===== src/rtl/cc_stream_driver.sv =====
// cc_stream_driver
// Host-side driver for the cross-correlator sample/result interface.
// The host loads NSAMP sample pairs into two buffers. A go pulse with full
// buffers pulses cc_start for one cycle and streams both records on
// cc_m0/cc_m1, one word per cycle starting the cycle after start. The
// driver then waits for cc_done under a watchdog and returns the lag index
// on a valid/ready result channel.
//
// Optional feature: define CC_DRV_CYCLE_COUNT_EN to add res_cycles, the
// saturating count of cycles from the ARM cycle to the cycle cc_done is
// sampled, inclusive of ARM. On abort it holds the cycles elapsed at abort.
//
// Ports:
//   clk, rst_n          clock (rising edge), async active-low reset
//   clr                 empty the sample buffers (only acted on in IDLE)
//   ld_valid/ld_ready   host sample-pair handshake, data on ld_a/ld_b
//   go                  start a run (IDLE with full buffers only)
//   busy                high from go acceptance until result accepted
//   cc_start            one-cycle start pulse to the correlator
//   cc_m0/cc_m1         registered sample stream to the correlator
//   cc_done/cc_index    done level and best-lag index from the correlator
//   res_valid/res_ready result handshake
//   res_index           captured lag index (0 on timeout)
//   res_timeout         run aborted by watchdog
//   res_cycles          (CC_DRV_CYCLE_COUNT_EN only) run cycle count
module cc_stream_driver #(
  parameter int DW      = 16,
  parameter int NSAMP   = 129,
  parameter int IW      = 10,
  parameter int TIMEOUT = 16384
) (
  input  logic          clk,
  input  logic          rst_n,
  input  logic          clr,
  input  logic          ld_valid,
  output logic          ld_ready,
  input  logic [DW-1:0] ld_a,
  input  logic [DW-1:0] ld_b,
  input  logic          go,
  output logic          busy,
  output logic          cc_start,
  output logic [DW-1:0] cc_m0,
  output logic [DW-1:0] cc_m1,
  input  logic          cc_done,
  input  logic [IW-1:0] cc_index,
  output logic          res_valid,
  input  logic          res_ready,
  output logic [IW-1:0] res_index,
  output logic          res_timeout
`ifdef CC_DRV_CYCLE_COUNT_EN
  ,
  output logic [19:0]   res_cycles
`endif
);

  localparam int CW  = $clog2(NSAMP + 1);
  localparam int WDW = $clog2(TIMEOUT);
  localparam logic [CW-1:0]  NSAMP_C = CW'(NSAMP);
  localparam logic [CW-1:0]  CNT_ONE = CW'(1);
  localparam logic [WDW-1:0] WD_LAST = WDW'(TIMEOUT - 1);
  localparam logic [WDW-1:0] WD_ONE  = WDW'(1);

  typedef enum logic [2:0] {
    S_IDLE   = 3'd0,
    S_ARM    = 3'd1,
    S_STREAM = 3'd2,
    S_WAIT   = 3'd3,
    S_RESULT = 3'd4
  } state_t;

  state_t         state_r;
  logic [CW-1:0]  wcnt_r;
  logic [CW-1:0]  rcnt_r;
  logic [WDW-1:0] wd_r;
  logic [DW-1:0]  mem_a_r [NSAMP];
  logic [DW-1:0]  mem_b_r [NSAMP];
  logic           busy_r;
  logic           cc_start_r;
  logic [DW-1:0]  cc_m0_r;
  logic [DW-1:0]  cc_m1_r;
  logic           res_valid_r;
  logic [IW-1:0]  res_index_r;
  logic           res_timeout_r;
  logic           ld_ready_s;
  logic           ld_fire_s;
  logic           full_s;
  logic           go_ok_s;

  // Load acceptance: only in IDLE with room, and clr blocks the write.
  always_comb begin
    ld_ready_s = 1'b0;
    if ((state_r == S_IDLE) && (wcnt_r < NSAMP_C) && !clr) begin
      ld_ready_s = 1'b1;
    end else begin
      ld_ready_s = 1'b0;
    end
  end

  assign ld_fire_s = ld_valid && ld_ready_s;
  assign full_s    = (wcnt_r == NSAMP_C);
  assign go_ok_s   = (state_r == S_IDLE) && go && full_s;

  // Sample buffers; contents are intentionally not reset.
  always_ff @(posedge clk) begin
    if (ld_fire_s) begin
      mem_a_r[wcnt_r] <= ld_a;
      mem_b_r[wcnt_r] <= ld_b;
    end
  end

  // Run sequencer with registered correlator and result outputs.
  always_ff @(posedge clk or negedge rst_n) begin
    if (!rst_n) begin
      state_r       <= S_IDLE;
      wcnt_r        <= '0;
      rcnt_r        <= '0;
      wd_r          <= '0;
      busy_r        <= 1'b0;
      cc_start_r    <= 1'b0;
      cc_m0_r       <= '0;
      cc_m1_r       <= '0;
      res_valid_r   <= 1'b0;
      res_index_r   <= '0;
      res_timeout_r <= 1'b0;
    end else begin
      case (state_r)
        S_IDLE: begin
          if (clr) begin
            wcnt_r <= '0;
          end else if (ld_fire_s) begin
            wcnt_r <= wcnt_r + CNT_ONE;
          end
          if (go_ok_s) begin
            state_r    <= S_ARM;
            busy_r     <= 1'b1;
            cc_start_r <= 1'b1;
          end
        end
        S_ARM: begin
          // Word 0 is registered here so it appears the cycle after start.
          cc_start_r <= 1'b0;
          cc_m0_r    <= mem_a_r[0];
          cc_m1_r    <= mem_b_r[0];
          rcnt_r     <= CNT_ONE;
          state_r    <= S_STREAM;
        end
        S_STREAM: begin
          // rcnt is one ahead of the word on the outputs; at NSAMP the
          // last word is being presented and the outputs then hold.
          if (rcnt_r == NSAMP_C) begin
            state_r <= S_WAIT;
            wd_r    <= '0;
          end else begin
            cc_m0_r <= mem_a_r[rcnt_r];
            cc_m1_r <= mem_b_r[rcnt_r];
            rcnt_r  <= rcnt_r + CNT_ONE;
          end
        end
        S_WAIT: begin
          // done takes priority over the watchdog expiring in the same cycle.
          if (cc_done) begin
            res_index_r   <= cc_index;
            res_timeout_r <= 1'b0;
            res_valid_r   <= 1'b1;
            state_r       <= S_RESULT;
          end else if (wd_r == WD_LAST) begin
            res_index_r   <= '0;
            res_timeout_r <= 1'b1;
            res_valid_r   <= 1'b1;
            state_r       <= S_RESULT;
          end else begin
            wd_r <= wd_r + WD_ONE;
          end
        end
        S_RESULT: begin
          if (res_ready) begin
            res_valid_r <= 1'b0;
            busy_r      <= 1'b0;
            state_r     <= S_IDLE;
          end
        end
        default: begin
          state_r <= S_IDLE;
        end
      endcase
    end
  end

`ifdef CC_DRV_CYCLE_COUNT_EN
  logic [19:0] cyc_r;
  logic [19:0] res_cycles_r;

  // Run cycle counter: 1 during ARM, saturating, captured with the result.
  always_ff @(posedge clk or negedge rst_n) begin
    if (!rst_n) begin
      cyc_r        <= 20'd0;
      res_cycles_r <= 20'd0;
    end else begin
      if (go_ok_s) begin
        cyc_r <= 20'd1;
      end else if (((state_r == S_ARM) || (state_r == S_STREAM) ||
                    (state_r == S_WAIT)) && (cyc_r != 20'hFFFFF)) begin
        cyc_r <= cyc_r + 20'd1;
      end
      if ((state_r == S_WAIT) && (cc_done || (wd_r == WD_LAST))) begin
        res_cycles_r <= cyc_r;
      end
    end
  end

  assign res_cycles = res_cycles_r;
`endif

  assign ld_ready    = ld_ready_s;
  assign busy        = busy_r;
  assign cc_start    = cc_start_r;
  assign cc_m0       = cc_m0_r;
  assign cc_m1       = cc_m1_r;
  assign res_valid   = res_valid_r;
  assign res_index   = res_index_r;
  assign res_timeout = res_timeout_r;

endmodule

===== config.mk =====
export PLATFORM = sky130hd
export DESIGN_NAME = cc_stream_driver
export DESIGN_NICKNAME = d
export VERILOG_FILES = /design/src/rtl/cc_stream_driver.sv
export SDC_FILE = /design/constraint.sdc
export NUM_CORES = 2
export LEC_CHECK = 0
export CAP_MARGIN = 20
export CORE_AREA = 3 3 602 604
export CTS_BUF_LIST = sky130_fd_sc_hd__clkbuf_16
export CTS_CLUSTER_DIAMETER = 120
export DETAILED_ROUTE_END_ITERATION = 8
export DIE_AREA = 0 0 605 607
export GPL_TIMING_DRIVEN = 1
export PLACE_DENSITY = 0.65
export SYNTH_ARGS = -nofsm -noshare
export SYNTH_HDL_FRONTEND = slang
export SYNTH_MEMORY_MAX_BITS = 65536
export SYNTH_SLANG_ARGS = --single-unit
export TNS_END_PERCENT = 100

===== constraint.sdc =====
create_clock -name clk -period 9.45 [get_ports clk]
set_clock_uncertainty 0.1 [all_clocks]
set_input_delay 2.835 -clock clk [delete_from_list [all_inputs] [get_ports clk]]
set_output_delay 2.835 -clock clk [all_outputs]
set_load 0.01 [all_outputs]

# ---- Word level (Yosys, flattened, before mapping)
# Memories as Yosys holds them, arrays and structs flattened.
# Index checks and enable logic that the tools add are counted.
dict set report op_classes {
  magnitude_cmp 1
  n_mux 31
  eq_ne 14
  add_sub_neg 3
  reduce_logical 22
}
# cell n
set op_table {}
lappend op_table {{$pmux 16 s2} 2}
lappend op_table {{$mux 14} 3}
lappend op_table {{$mux 16} 2}
lappend op_table {{$pmux 14 s2} 1}
lappend op_table {{$mux 8} 3}
lappend op_table {{$mux 10} 2}
lappend op_table {{$add 8x1->8 const B} 2}
lappend op_table {{$eq 8x8->1 const B} 2}
lappend op_table {{$pmux 8 s2} 1}
lappend op_table {{$mux 3} 5}
lappend op_table {{$pmux 3 s5} 1}
lappend op_table {{$add 14x1->14 const B} 1}
lappend op_table {{$eq 14x14->1 const B} 1}
lappend op_table {{$reduce_bool 2->1} 7}
lappend op_table {{$ne 2x2->1 const B} 6}
lappend op_table {{$lt 8x8->1 const B} 1}
lappend op_table {{$mux 1} 8}
lappend op_table {{$reduce_and 2->1} 4}
lappend op_table {{$reduce_and 4->1} 2}
lappend op_table {{$eq 3x2->1 const B} 2}
lappend op_table {{$pmux 1 s2} 3}
lappend op_table {{$reduce_and 3->1} 2}
lappend op_table {{$logic_and 1x1->1} 5}
lappend op_table {{$eq 3x1->1 const B} 1}
lappend op_table {{other kinds (4)} 4}
dict set report word_totals {
  out_inout_bits 47
  regBits 79
  ram_bits 4128
  memories 2
}
# name words width read_ports rd_ports_with_merged_regs write_ports line_no
set memory_table {}
lappend memory_table {mem_a_r 129 16 2 0 1 75} ;# logic [DW-1:0] mem_a_r [NSAMP];
lappend memory_table {mem_b_r 129 16 2 0 1 76} ;# logic [DW-1:0] mem_b_r [NSAMP];

# ---- Longest topological paths before layout
dict set report depth {
  ltp_word 7
  depth_mapped 14
  ltp_nobuf 9
}

# ---- Worst setup path before layout
# OpenSTA, ideal clock, no wires.
dict set report synth_timing {
  path_kind {input port to output port}
  start {input port clr}
  end {output port ld_ready}
  slack_ps 3511
  arrival_time_ps 3004
  path_buffers 0
  t_required_ps 6515
  cell_stages 1
  cell_sequence {nor2_1}
}
dict set report synth_between {
  elab_chain_cells 3
}
# item line_no
set synth_rtl {}
lappend synth_rtl {{start, declared} 34} ;# input logic clr,
lappend synth_rtl {{$logic_not 1->1} 92} ;# if ((state_r == S_IDLE) && (wcnt_r < NSAMP_C) && !clr) begin
lappend synth_rtl {{$logic_and 1x1->1} 92}
lappend synth_rtl {{$mux 1} 92}
lappend synth_rtl {{end, declared} 36} ;# output logic ld_ready,
# No other way between the ends.

# ---- Worst setup path in the final report
# Ends and elaborated chain as after synthesis.

==> impl_table.tex <==
\begin{tabular}{lr}
\hline
Metric & Value \\
\hline
\multicolumn{2}{l}{\textbf{Critical path}} \\
\quad Required time of the worst setup path & $\sim$6.5 ns \\
\quad Worst setup path category & primary input to output port \\
\quad Data arrival time of the critical path & approximately 4.3 ns \\
\quad Sequence of cells on the critical path & clkdlybuf4s50\_1 > nor2\_1 > clkdlybuf4s50\_1 \\
\quad Largest fanout on the critical path & 6 \\
\quad Highest-delay cell along the critical path & sky130\_fd\_sc\_hd\_\_clkdlybuf4s50\_1 \\
\quad Maximum single-stage delay on the critical path & 0.69 ns \\
\quad Crit path launch type & primary input \\
\quad Element type at the critical path end & output port \\
\quad Most prevalent standard cell on the critical path & sky130\_fd\_sc\_hd\_\_clkdlybuf4s50\_1 \\
\multicolumn{2}{l}{\textbf{Power}} \\
\quad Reported leakage power & $\sim$57 nW \\
\quad Post-layout power & 45.8 mW \\
\quad Peak supply drop & about 0.17 mV \\
\quad Power density normalized to cell area & 250 nW/um\^{}2 \\
\multicolumn{2}{l}{\textbf{Placed design}} \\
\quad Placed Area & 169,000 um\^{}2 \\
\quad Final RePlAce weighted congestion & 0.975 \\
\quad Worst Setup Slack post-DPL & 1.98 ns \\
\quad Port bufs & 95 \\
\quad Cells after DPL & 11,500 \\
\quad Dpl hpwl & 264 mm \\
\multicolumn{2}{l}{\textbf{STA}} \\
\quad Number of endpoints failing setup at the final stage & 0 \\
\quad Transition at the pin with the smallest max-transition slack & roughly 1.4 ns \\
\quad Pins Over Slew Limit & 0 \\
\quad Setup\_tns & 0 ns \\
\quad Clock period minus worst slack & 7.25 ns \\
\quad Setup ws final & between 2 and 2.5 ns \\
\quad Setup repair after global routing missed its margin & no \\
\quad Worst hold slack & slightly below 0.4 ns \\
\quad Number of hold violations in the final report & 0 \\
\quad Tcrit/Tclk final & 76.7\% \\
\quad Timing-limited maximum frequency & $\sim$140 MHz \\
\quad Max-Slew Margin vs Limit & 8.34\% \\
\multicolumn{2}{l}{\textbf{Layout}} \\
\quad Final non-filler cell total & between 10,000 and 15,000 \\
\quad Final design utilization & 51.1\% \\
\quad Final nets & between 7,000 and 8,000 \\
\quad Commonest non-fill, non-tap cells in the layout & sky130\_fd\_sc\_hd\_\_edfxtp\_1 (4,128), sky130\_fd\_sc\_hd\_\_mux4\_2 (1,148), sky130\_fd\_sc\_hd\_\_clkbuf\_16 (410) \\
\quad Area overhead of the layout relative to synthesis & 13.9\% \\
\quad Cell area after layout & approximately 180,000 um\^{}2 \\
\quad Share of layout cells above drive strength 1 & just under 30\% \\
\quad Most common cell after layout, fill and taps aside & sky130\_fd\_sc\_hd\_\_edfxtp\_1 \\
\multicolumn{2}{l}{\textbf{Clock network}} \\
\quad Clock Tree Buf Depth & 4 \\
\quad CTS tree & yes \\
\quad Number of instances resized during post-cts repair & 0 \\
\quad Reg clk slew, reported paths & $\sim$0.07 ns \\
\quad H-tree level count & 5 \\
\quad CTS Sinks & 4,207 \\
\quad Post-CTS setup-driven buffer insertion count & 0 \\
\quad Clock latency of the later-clocked register in the worst-skew pair & 0.96 ns \\
\quad Inserted Clock Buffers & roughly 400 \\
\quad Number of hold-repair buffers added at the cts stage & 0 \\
\quad Library cell used as clock root buffer & sky130\_fd\_sc\_hd\_\_clkbuf\_16 \\
\multicolumn{2}{l}{\textbf{Synthesis}} \\
\quad Most instantiated flip-flop cell in the synthesis netlist & sky130\_fd\_sc\_hd\_\_edfxtp\_1 \\
\quad Number of synthesized register bits & 4,207 \\
\quad Portion of the post-synthesis area used by sequential elements & approximately four fifths \\
\quad EDFF count, synth & 4,128 \\
\quad Number of instances in the synthesized netlist & 6,863 \\
\quad Async set-reset flop share out of synthesis & approximately 1.9\% \\
\quad Synthesized area per cell & 23.4 um\^{}2 \\
\quad Syn. warnings & 0 \\
\quad Combined area of all synthesized cells & 161,000 um\^{}2 \\
\quad Total nets after synthesis & 6,919 \\
\quad Number of distinct standard cells referenced by the synthesized netlist & 60 \\
\multicolumn{2}{l}{\textbf{Hold path}} \\
\quad Worst hold-check path type & flip-flop to flip-flop \\
\multicolumn{2}{l}{\textbf{Floorplan}} \\
\quad Die width & 605 um \\
\quad Die Y-Extent & a little over 600 um \\
\quad Area of the core & approximately 360,000 um\^{}2 \\
\quad Overall die area & 367,000 um\^{}2 \\
\quad Initial core utilization & between 40 and 50\% \\
\quad Std cell rows & 220 \\
\quad IO Count & 96 \\
\multicolumn{2}{l}{\textbf{Routing}} \\
\quad Final Routed Wirelength & 435 mm \\
\quad Number of nets with antenna violations after detailed routing & 0 \\
\quad Pre-Repair DR Iteration Count & 6 \\
\quad Iteration-0 DRC count of the detailed router & roughly 12,000 \\
\quad Number of DRC violations after detailed routing & 0 \\
\quad Average via count per standard cell & 6.22 \\
\quad Detailed-route wire length per cell & 35.2 um \\
\quad Detailed-route via count & $\sim$77,000 \\
\multicolumn{2}{l}{\textbf{Global route}} \\
\quad Via count of the first global-routing pass & 75,000 \\
\quad GRT Resource Usage Total & 23.6\% \\
\quad Initial antenna violation count & 34 \\
\quad Remaining global-route overflow & 0 \\
\quad Maximum number of pins on one net before global-route repair & 125 \\
\quad Wire length of the first global-routing pass & 604 mm \\
\multicolumn{2}{l}{\textbf{Status}} \\
\quad Status & completed \\
\multicolumn{2}{l}{\textbf{Flow run}} \\
\quad \# Max-Cap Violations & 0 \\
\hline
\end{tabular}
==> sequential cells by signal, summed over array words and instances (netlist names) <==
signal / cells
mem_a_r: 2064
mem_b_r: 2064
cc_m0: 16
cc_m1: 16
wd_r: 14
res_index: 10
rcnt_r: 8
wcnt_r: 8
state_r: 3
busy: 1
cc_start: 1
res_timeout: 1
res_valid: 1
==> cells by family after synthesis <==
logic type	synth area share (%)
xor gates and xnor gates	0.0654
adders and majority gates	0.0545
and+or+nand+nor	1.30
AOI/OAI and AO/OA	1.80
DFF	78.3
muxes	17.3
buffers and inverters	1.11
==> where the power goes <==
group          internal (mW)  leakage (nW)  switching (mW)  total (mW)
sequential              20.6          38.1           0.391        21.0
combinational           3.89          11.9            5.14        9.02
clock                   8.91          6.58            6.84        15.8
total                   33.4          56.6            12.4        45.8
==> area by class of cell <==
| cell class | instances | area (um^2) |
|---|---|---|
| fillers | 27100 | 175000 |
| flip-flops and latches | 4207 | 126000 |
| multi-input cells | 2261 | 34100 |
| clock buffers | 410 | 10300 |
| well taps | 4773 | 5970 |
| repair buffers | 336 | 4130 |
| clock inverters | 325 | 2590 |
| diodes | 21 | 52.6 |
| inverters | 10 | 42.5 |
==> worst paths after layout <==
| path | slack, ns | from | cells past startpoint | end |
|---|---|---|---|---|
| setup / recovery | 2.20 | clr | 3 | ld_ready |
| hold / removal | 0.39 | wd_r[10] | 1 | wd_r[10] |
| setup reg to reg | 3.57 | wcnt_r[0] | 8 | mem_b_r[96][7] |
| hold reg to reg | 0.39 | wd_r[10] | 1 | wd_r[10] |
| max in group asynchronous | 6.21 | rst_n | 2 | rcnt_r[3] |
| min in group asynchronous | 1.75 | rst_n | 1 | wd_r[5] |
==> synthesized netlist by cell type, types with 46 or more instances <==
master / n / share of area (%)
sky130_fd_sc_hd__a21oi_1: 100 / 0.31
sky130_fd_sc_hd__edfxtp_1: 4128 / 77
sky130_fd_sc_hd__mux4_2: 1148 / 16
sky130_fd_sc_hd__mux2i_1: 174 / 1.1
sky130_fd_sc_hd__nand3_1: 55 / 0.17
sky130_fd_sc_hd__o21ai_0: 52 / 0.16
sky130_fd_sc_hd__nor2_1: 174 / 0.41
sky130_fd_sc_hd__a22oi_1: 60 / 0.28
sky130_fd_sc_hd__nand2_1: 142 / 0.33
sky130_fd_sc_hd__dfrtp_1: 79 / 1.2
sky130_fd_sc_hd__buf_2: 114 / 0.35
sky130_fd_sc_hd__clkbuf_1: 186 / 0.43
sky130_fd_sc_hd__buf_1: 46 / 0.11
==> metal layers <==
| metal | global-route usage (%) | routed length, um | up-vias |
|---|---|---|---|
| met3 | 5.94 | 47100 | 799 |
| li1 | - | - | 30200 |
| met2 | 34.4 | 195000 | 4319 |
| met1 | 33.6 | 168000 | 41400 |
| met4 | 11.6 | 25000 | 10 |
| met5 | 0 | 69 | - |
==> critical path, delay by kind of cell <==
family | cells | cell delay (ns)
and+or+nand+nor | 1 | 0.23
buffers and inverters | 2 | 1.25
Power figures use the tool's default switching activity.
